[src/rtl/fft_pkg.sv]
// Shared constants and state encoding for the FFT front end.
// The LED/bin display logic also imports N and IDX_W from here.
package fft_pkg;
  localparam int N       = 1024;
  localparam int DW      = 16;
  localparam int IDX_W   = $clog2(N);
  localparam int DECIM_W = 4;

  typedef enum logic [1:0] {
    IDLE = 2'd0,
    FILL = 2'd1,
    WAIT = 2'd2
  } seq_state_t;
endpackage

[src/rtl/fft_frame_sequencer_sat_counter.sv]
// Up-counter that sticks at all-ones instead of wrapping.
module sat_counter #(
  parameter int WIDTH = 16
) (
  input  logic             clk,
  input  logic             reset_n,
  input  logic             inc,
  input  logic             clear,
  output logic [WIDTH-1:0] count
);
  logic [WIDTH-1:0] count_d, count_q;

  always_comb begin
    count_d = count_q;
    if (clear) begin
      count_d = '0;
    end else if (inc && (count_q != '1)) begin
      count_d = count_q + 1'b1;
    end
  end

  always_ff @(posedge clk or negedge reset_n) begin
    if (!reset_n) begin
      count_q <= '0;
    end else begin
      count_q <= count_d;
    end
  end

  assign count = count_q;
endmodule

[src/rtl/fft_frame_sequencer.sv]
// Decimates the microphone stream, cuts it into N-sample frames for the FFT,
// and discards (and counts) input while the FFT is still draining a frame.
module fft_frame_sequencer #(
  parameter int N       = fft_pkg::N,
  parameter int DW      = fft_pkg::DW,
  parameter int DECIM_W = fft_pkg::DECIM_W
) (
  input  logic                 clk,
  input  logic                 reset_n,
  input  logic                 enable,
  input  logic [DECIM_W-1:0]   decim,
  input  logic [DW-1:0]        in_data,
  input  logic                 in_valid,
  output logic                 in_ready,
  output logic [DW-1:0]        fft_data,
  output logic                 fft_valid,
  input  logic                 fft_ready,
  output logic [$clog2(N)-1:0] fft_index,
  output logic                 fft_last,
  input  logic                 out_last,
  output logic                 frame_done,
  output logic                 busy,
  output logic [15:0]          drop_count
);
  import fft_pkg::*;

  localparam int IW = $clog2(N);

  seq_state_t         state_d, state_q;
  logic [DECIM_W-1:0] decim_l_d, decim_l_q;
  logic [DECIM_W-1:0] decim_cnt_d, decim_cnt_q;
  logic [IW-1:0]      idx_d, idx_q;
  logic               frame_done_d, frame_done_q;

  logic               keep;
  logic               in_hs;
  logic               fft_hs;
  logic               drop_inc;
  logic [DECIM_W-1:0] cnt_next;

  always_comb begin
    keep      = (decim_cnt_q == '0);
    fft_valid = (state_q == FILL) && keep && in_valid;
    in_ready  = ((state_q == FILL) && keep) ? fft_ready : 1'b1;
    in_hs     = in_valid && in_ready;
    fft_hs    = fft_valid && fft_ready;
    cnt_next  = (decim_cnt_q == decim_l_q) ? '0 : decim_cnt_q + 1'b1;

    state_d      = state_q;
    decim_l_d    = decim_l_q;
    decim_cnt_d  = decim_cnt_q;
    idx_d        = idx_q;
    frame_done_d = 1'b0;
    drop_inc     = 1'b0;

    case (state_q)
      IDLE: begin
        if (enable) begin
          state_d     = FILL;
          decim_l_d   = decim;
          decim_cnt_d = '0;
          idx_d       = '0;
        end
      end
      FILL: begin
        if (in_hs) decim_cnt_d = cnt_next;
        if (fft_hs) begin
          if (idx_q == IW'(N - 1)) begin
            idx_d   = '0;
            state_d = WAIT;
          end else begin
            idx_d = idx_q + 1'b1;
          end
        end
      end
      WAIT: begin
        if (in_valid) begin
          decim_cnt_d = cnt_next;
          drop_inc    = keep;
        end
        // Restart clears the decimation phase so every frame starts on a kept sample.
        if (out_last) begin
          frame_done_d = 1'b1;
          if (enable) begin
            state_d     = FILL;
            decim_l_d   = decim;
            decim_cnt_d = '0;
          end else begin
            state_d = IDLE;
          end
        end
      end
      default: state_d = IDLE;
    endcase
  end

  always_ff @(posedge clk or negedge reset_n) begin
    if (!reset_n) begin
      state_q      <= IDLE;
      decim_l_q    <= '0;
      decim_cnt_q  <= '0;
      idx_q        <= '0;
      frame_done_q <= 1'b0;
    end else begin
      state_q      <= state_d;
      decim_l_q    <= decim_l_d;
      decim_cnt_q  <= decim_cnt_d;
      idx_q        <= idx_d;
      frame_done_q <= frame_done_d;
    end
  end

  sat_counter #(.WIDTH(16)) u_drop_cnt (
    .clk     (clk),
    .reset_n (reset_n),
    .inc     (drop_inc),
    .clear   (1'b0),
    .count   (drop_count)
  );

  assign fft_data   = in_data;
  assign fft_index  = idx_q;
  assign fft_last   = fft_valid && (idx_q == IW'(N - 1));
  assign frame_done = frame_done_q;
  assign busy       = (state_q != IDLE);
endmodule

[config.mk]
export PLATFORM = sky130hd
export DESIGN_NAME = fft_frame_sequencer
export DESIGN_NICKNAME = d
export VERILOG_FILES = /design/src/rtl/fft_pkg.sv /design/src/rtl/fft_frame_sequencer_sat_counter.sv /design/src/rtl/fft_frame_sequencer.sv
export SDC_FILE = /design/constraint.sdc
export NUM_CORES = 1
export LEC_CHECK = 0
export ABC_AREA = 1
export BUFFER_PORTS_ARGS = -buffer_cell sky130_fd_sc_hd__buf_2
export CORE_AREA = 3 3 74 76
export DETAILED_ROUTE_END_ITERATION = 10
export DIE_AREA = 0 0 77 79
export PLACE_DENSITY_LB_ADDON = 0.25
export SETUP_SLACK_MARGIN = 0.15
export SLEW_MARGIN = 15
export SYNTH_ARGS = -nofsm -noshare
export SYNTH_HDL_FRONTEND = slang
export SYNTH_SLANG_ARGS = --single-unit
[constraint.sdc]
create_clock -name clk -period 2 [get_ports clk]
set_input_delay 0.4 -clock clk [delete_from_list [all_inputs] [get_ports clk]]
set_output_delay 0.4 -clock clk [all_outputs]
set_load 0.05 [all_outputs]
Word-level counts from Yosys, hierarchy flattened
Index checks and enable logic that the tools add are counted.
{"block": "word_totals", "register_bits": 37, "in_bits": 26}
{"block": "classes", "n_reduce_logical": 16, "n_mux": 25, "eq_ne": 10, "add_sub_neg": 3}
{"op": "4-bit two-way mux", "count": 8}
{"op": "10-bit two-way mux", "count": 3}
{"op": "10-bit one-hot mux with 2 select lines", "count": 1}
{"op": "16-bit by 1-bit adder with 16-bit output (second input constant)", "count": 1}
{"op": "16-bit != test (second input constant)", "count": 1}
{"op": "4-bit one-hot mux with 3 select lines", "count": 1}
{"op": "10-bit by 1-bit adder with 10-bit output (second input constant)", "count": 1}
{"op": "10-bit == test (second input constant)", "count": 1}
{"op": "2-bit two-way mux", "count": 4}
{"op": "2-bit != test (second input constant)", "count": 4}
{"op": "4-bit one-hot mux with 2 select lines", "count": 1}
{"op": "1-bit logical AND", "count": 6}
{"op": "1-bit two-way mux", "count": 6}
{"op": "2-bit one-hot mux with 3 select lines", "count": 1}
{"op": "3-bit AND reduction", "count": 2}
{"op": "2-bit nonzero test", "count": 3}
{"op": "4-bit by 1-bit adder with 4-bit output (second input constant)", "count": 1}
{"op": "4-bit == test", "count": 1}
{"op": "4-bit zero test", "count": 1}
{"op": "4-bit AND reduction", "count": 1}
{"op": "3-bit nonzero test", "count": 1}
{"op": "2-bit by 1-bit == test with 1-bit output (second input constant)", "count": 1}
{"op": "2-bit == test (second input constant)", "count": 1}
{"op": "2-bit zero test", "count": 1}
{"op": "2 further kinds", "count": 2}

Logic depth before layout (Yosys ltp)
{"block": "depth", "word_depth": 6, "mapped_depth": 10, "mapped_depth_nobuf": 10}

Modules after synthesis
Synthesis repeated with hierarchy kept, for this count alone.
{"block": "unflattened", "cells_unflattened": 383, "area_unflattened_um2": 2770.2}
{"mod": "fft_frame_sequencer", "area_each_um2": 1732.9, "cells_per_inst": 239, "seq_area_each_um2": 525.5, "instances": 1}
{"mod": "sat_counter", "area_each_um2": 1037.2, "cells_per_inst": 144, "seq_area_each_um2": 400.4, "instances": 1}

Worst setup path before layout
Ideal clock, no wire load.
{"block": "synth_path", "path_type": "reg-to-output", "from": "reg idx_q[1], in the netlist fft_index[1]", "to": "out fft_last", "path_slack_ps": -1127, "arrival_time_ps": 2727, "path_stages_with_launch": 6, "path_cell_list": "dfrtp_1 -> ha_1 -> nand2_1 -> nor2_1 -> nand3_1 -> nor4_1"}
{"block": "synth_via", "elab_chain_len": 2}
{"item": "start, declared", "line_no": "fft_frame_sequencer.sv:32", "rtl": "logic [IW-1:0] idx_d, idx_q;"}
{"item": "start signal, assigned", "line_no": "fft_frame_sequencer.sv:108", "rtl": "idx_q <= idx_d;"}
{"item": "10-bit == test", "line_no": "fft_frame_sequencer.sv:123", "rtl": "assign fft_last = fft_valid && (idx_q == IW'(N - 1));"}
{"item": "1-bit logical AND", "line_no": "fft_frame_sequencer.sv:123"}
{"item": "end, declared", "line_no": "fft_frame_sequencer.sv:19", "rtl": "output logic fft_last,"}
No other way between the ends.

Final worst setup path
{"block": "layout_path", "from": "reg decim_cnt_q[0]", "to": "out fft_last"}
{"block": "layout_via", "elab_chain_len": 4}
{"item": "start, declared", "line_no": "fft_frame_sequencer.sv:31", "rtl": "logic [DECIM_W-1:0] decim_cnt_d, decim_cnt_q;"}
{"item": "start signal, assigned", "line_no": "fft_frame_sequencer.sv:107", "rtl": "decim_cnt_q <= decim_cnt_d;"}
{"item": "4-bit zero test", "line_no": "fft_frame_sequencer.sv:42", "rtl": "keep = (decim_cnt_q == '0);"}
{"item": "1-bit logical AND (2 in a row)", "line_no": "fft_frame_sequencer.sv:43", "rtl": "fft_valid = (state_q == FILL) && keep && in_valid;"}
{"item": "1-bit logical AND", "line_no": "fft_frame_sequencer.sv:123"}
No other way between the ends.

==> summary.md <==
| Metric | Value |
|---|---|
| Outcome | `complete, no violations` |
| Antenna-violating nets left | `0` |
| Final wirelength | `5591 microns` |
| Routed via count | `2308` |
| Area growth syn-to-layout | `17.83%` |
| Post-synthesis sequential area ratio | `36.85%` |
| Slew Limit Fails | `0` |
| PnR worst setup slack | `0.1203 ns` |
| Core ar. | `0.004786 sq mm` |
| Hold WS | `0.01268 ns` |
| Avg Vias per Cell | `5.017` |
| Row cnt | `25` |
| DRC viols | `0` |
| Worst EP required | `1.60 ns` |
| Min cycle time layout | `1.880 ns` |
| Mapped cell area | `0.002512 sq mm` |
| Cell area after layout | `0.002960 sq mm` |
| Worst slew margin | `75.38%` |
| Count of input and output buffers | `40` |
| Tightest Pin Transition | `0.3694 ns` |
| Hold Violations, Final | `0` |
| Fin nets | `427` |
| Syn Inst Count | `352` |
| Initial Util | `52.50%` |
| Num CTS Buffers | `5` |
| CP arrival | `1.48 ns` |
| Largest cells by area after synthesis | `dfrtp_1 (37%), nand2_1 (18%), inv_1 (7.2%)` |
| Clock Sinks | `37` |
| Final setup viols | `0` |
| Crit path kind | `flop to primary output` |
| Syn Area/Cell | `7.138 sq um` |
| Skew-Pair Late Insertion Delay | `0.29 ns` |
| Number of max-cap violations | `0` |
| CP startpoint kind | `flop` |
| CTS H-tree lvls | `2` |
| Share of the synthesized area in the top cell type | `36.85%` |
| DIE AREA | `0.006083 sq mm` |
| Syn_nets | `387` |
| Routed WL per cell | `12.15 microns` |
| Setup tns final | `0 ns` |
| Area leader, netlist | `dfrtp_1` |
| Maximum VDD drop | `0.7341 mV` |
| Adder-Cell Fraction of Synth Area | `4.482%` |
| HP Class | `input pin to asynchronous set/reset pin` |
| First-pass GRT wire length | `9425 microns` |
| Utilization after layout | `61.86%` |
| Distinct cells, synth | `29` |
| Fill count | `427` |
| Initial antenna violation count | `0` |
| Seq cells post-synth | `37` |
| Mux share of post-synthesis cell area | `0%` |
| Warnings from Yosys | `0` |
| Cell at the root of the clock tree | `clkbuf_8` |
| I/O Pins | `73` |
| Post-synthesis simple-gate area fraction | `34.51%` |
| Post-DP HPWL | `4111 microns` |
| Chip width | `77 microns` |
| Max Root-Sink Buffers | `2` |
| Vias in the first global route | `2176` |
| Reg clk slew, reported paths | `0.07 ns` |
| Die H | `79 microns` |
| Placement Setup Slack | `0.2133 ns` |
| Synth Area in XOR/XNOR | `5.229%` |
| Synth Area in Compound Gates | `5.279%` |
| Most common cell after layout, fill and taps aside | `nand2_1` |
| CTS tree | `built` |
| Post-CTS Hold Fix Bufs | `0` |
| CP endpoint kind | `primary output` |
| Share of cells above drive strength 1 | `24.43%` |
| GRT Total Usage | `19.17%` |
| Routability cong. | `0.9356` |
| RSZ-0062 raised after global routing | `yes` |
| Part of the cycle the worst path needs | `93.99%` |
| Leakage | `0.001591 uW` |
| Initial DRC count | `104` |
| Maximum operating frequency | `532.0 MHz` |
| Clk_skew | `0.005539 ns` |
| Largest family of logic cells by synthesized area | `simple AND/OR/NAND/NOR gates` |
| Drt pass-1 iters | `5` |
| Commonest non-fill, non-tap cells in the layout | `nand2_1 (117), inv_1 (43), buf_2 (36)` |
| Largest net degree at the start of global routing | `23` |
| Crit-path max FO | `3` |
| Area post-placement | `0.002725 sq mm` |
| # diodes | `0` |
| Power density cells | `1053 mW/mm^2` |
| GRT Residual Overflow | `0` |
[kinds of logic (layout without fill, tap and decap cells)]
kind of cell / after synthesis / in the layout
buffers and inverters: 70 / 111
flip-flops: 37 / 37
adder cells (fa/ha/maj): 9 / 9
XOR/XNOR: 15 / 15
AND/OR/NAND/NOR: 196 / 196
AO/OA/AOI/OAI: 25 / 25
[cell type report]
cell class / instances / area [sq um] / share of cell area [%]
Clock buffer: 8 / 80.08 / 2.705
Inverter: 50 / 190.2 / 6.424
Multi-Input combinational cell: 245 / 1346 / 45.48
Sequential cell: 37 / 937.1 / 31.66
Tap cell: 67 / 83.83 / 2.832
Timing Repair Buffer: 53 / 322.8 / 10.90
[cell usage after synthesis]
cell type	instances
or2_2	1
nand2_1	119
nor3_4	1
nand3_2	2
nor4_1	1
nor2_1	30
buf_6	2
nor3b_2	1
a21oi_1	6
nand3_1	23
o211ai_1	1
ha_1	9
dfrtp_1	37
xnor2_1	8
nor3_1	3
inv_4	1
nand2_4	2
nor2_4	2
nand3b_1	2
o21bai_1	2
inv_2	1
nand4_1	8
o21ai_1	1
o21ai_0	15
xor2_1	7
buf_4	16
buf_2	2
inv_1	48
nor2_2	1
[through the flow]
stage	total power [uW]	cells
finish	3116	460
global route	3344	460
CTS	3044	458
detailed placement	2390	442
global placement	2358	442
floorplan	2154	352
[state kept, by name, summed over array words and instances (netlist names)]
register	cells
fft_index	10
state_q	2
decim_l_q	4
u_drop_cnt.count	16
decim_cnt_q	4
frame_done	1
[routing by layer]
| metal | vias up | wire length, microns | GRT usage (%) |
|---|---|---|---|
| li1 | 1158 | - | - |
| met1 | 1074 | 2412 | 23.08 |
| met2 | 60 | 2751 | 33.01 |
| met3 | 16 | 293 | 4.422 |
| met4 | 0 | 134 | 8.185 |
| met5 | - | 0 | 0 |
[where the power goes]
group          leakage (uW)  switching [uW]  internal [uW]
Combinational       0.00107            1040            538
Sequential         0.000480             142            889
Clock             0.0000395             257            248
Total               0.00159            1440           1680
[worst max-delay path: stages, from the launching register on]
cell and delay [ns]:
dfrtp_1 0.40, inv_2 0.09, ha_4 0.15, nand3_4 0.11, nor4_4 0.23, buf_6 0.19
[worst paths after layout]
path	slack, ns	startpoint	cells past startpoint	to
setup / recovery	0.12	decim_cnt_q[0]$_DFFE_PN0P_	5	fft_last
hold / removal	0.01	reset_n	1	u_drop_cnt.count[7]$_DFFE_PN0P_
min in group clk	0.34	decim[1]	3	decim_l_q[1]$_DFFE_PN0P_
setup reg to reg	0.35	u_drop_cnt.count[0]$_DFFE_PN0P_	7	u_drop_cnt.count[8]$_DFFE_PN0P_
hold reg to reg	0.54	u_drop_cnt.count[14]$_DFFE_PN0P_	2	u_drop_cnt.count[14]$_DFFE_PN0P_
max in group asynchronous	1.36	reset_n	2	state_q[0]$_DFFE_PN0P_
[timing repair]
item / 4_1_cts / 5_1_grt
pin swaps: 4 / 1
hold endpoints to repair: 0 / 0
setup endpoints to repair: 3 / 12
setup buffers: 8 / 2
resized for setup: 19 / 10
cloned: 0 / 0
Note: power is estimated with default switching activity, not from simulation.
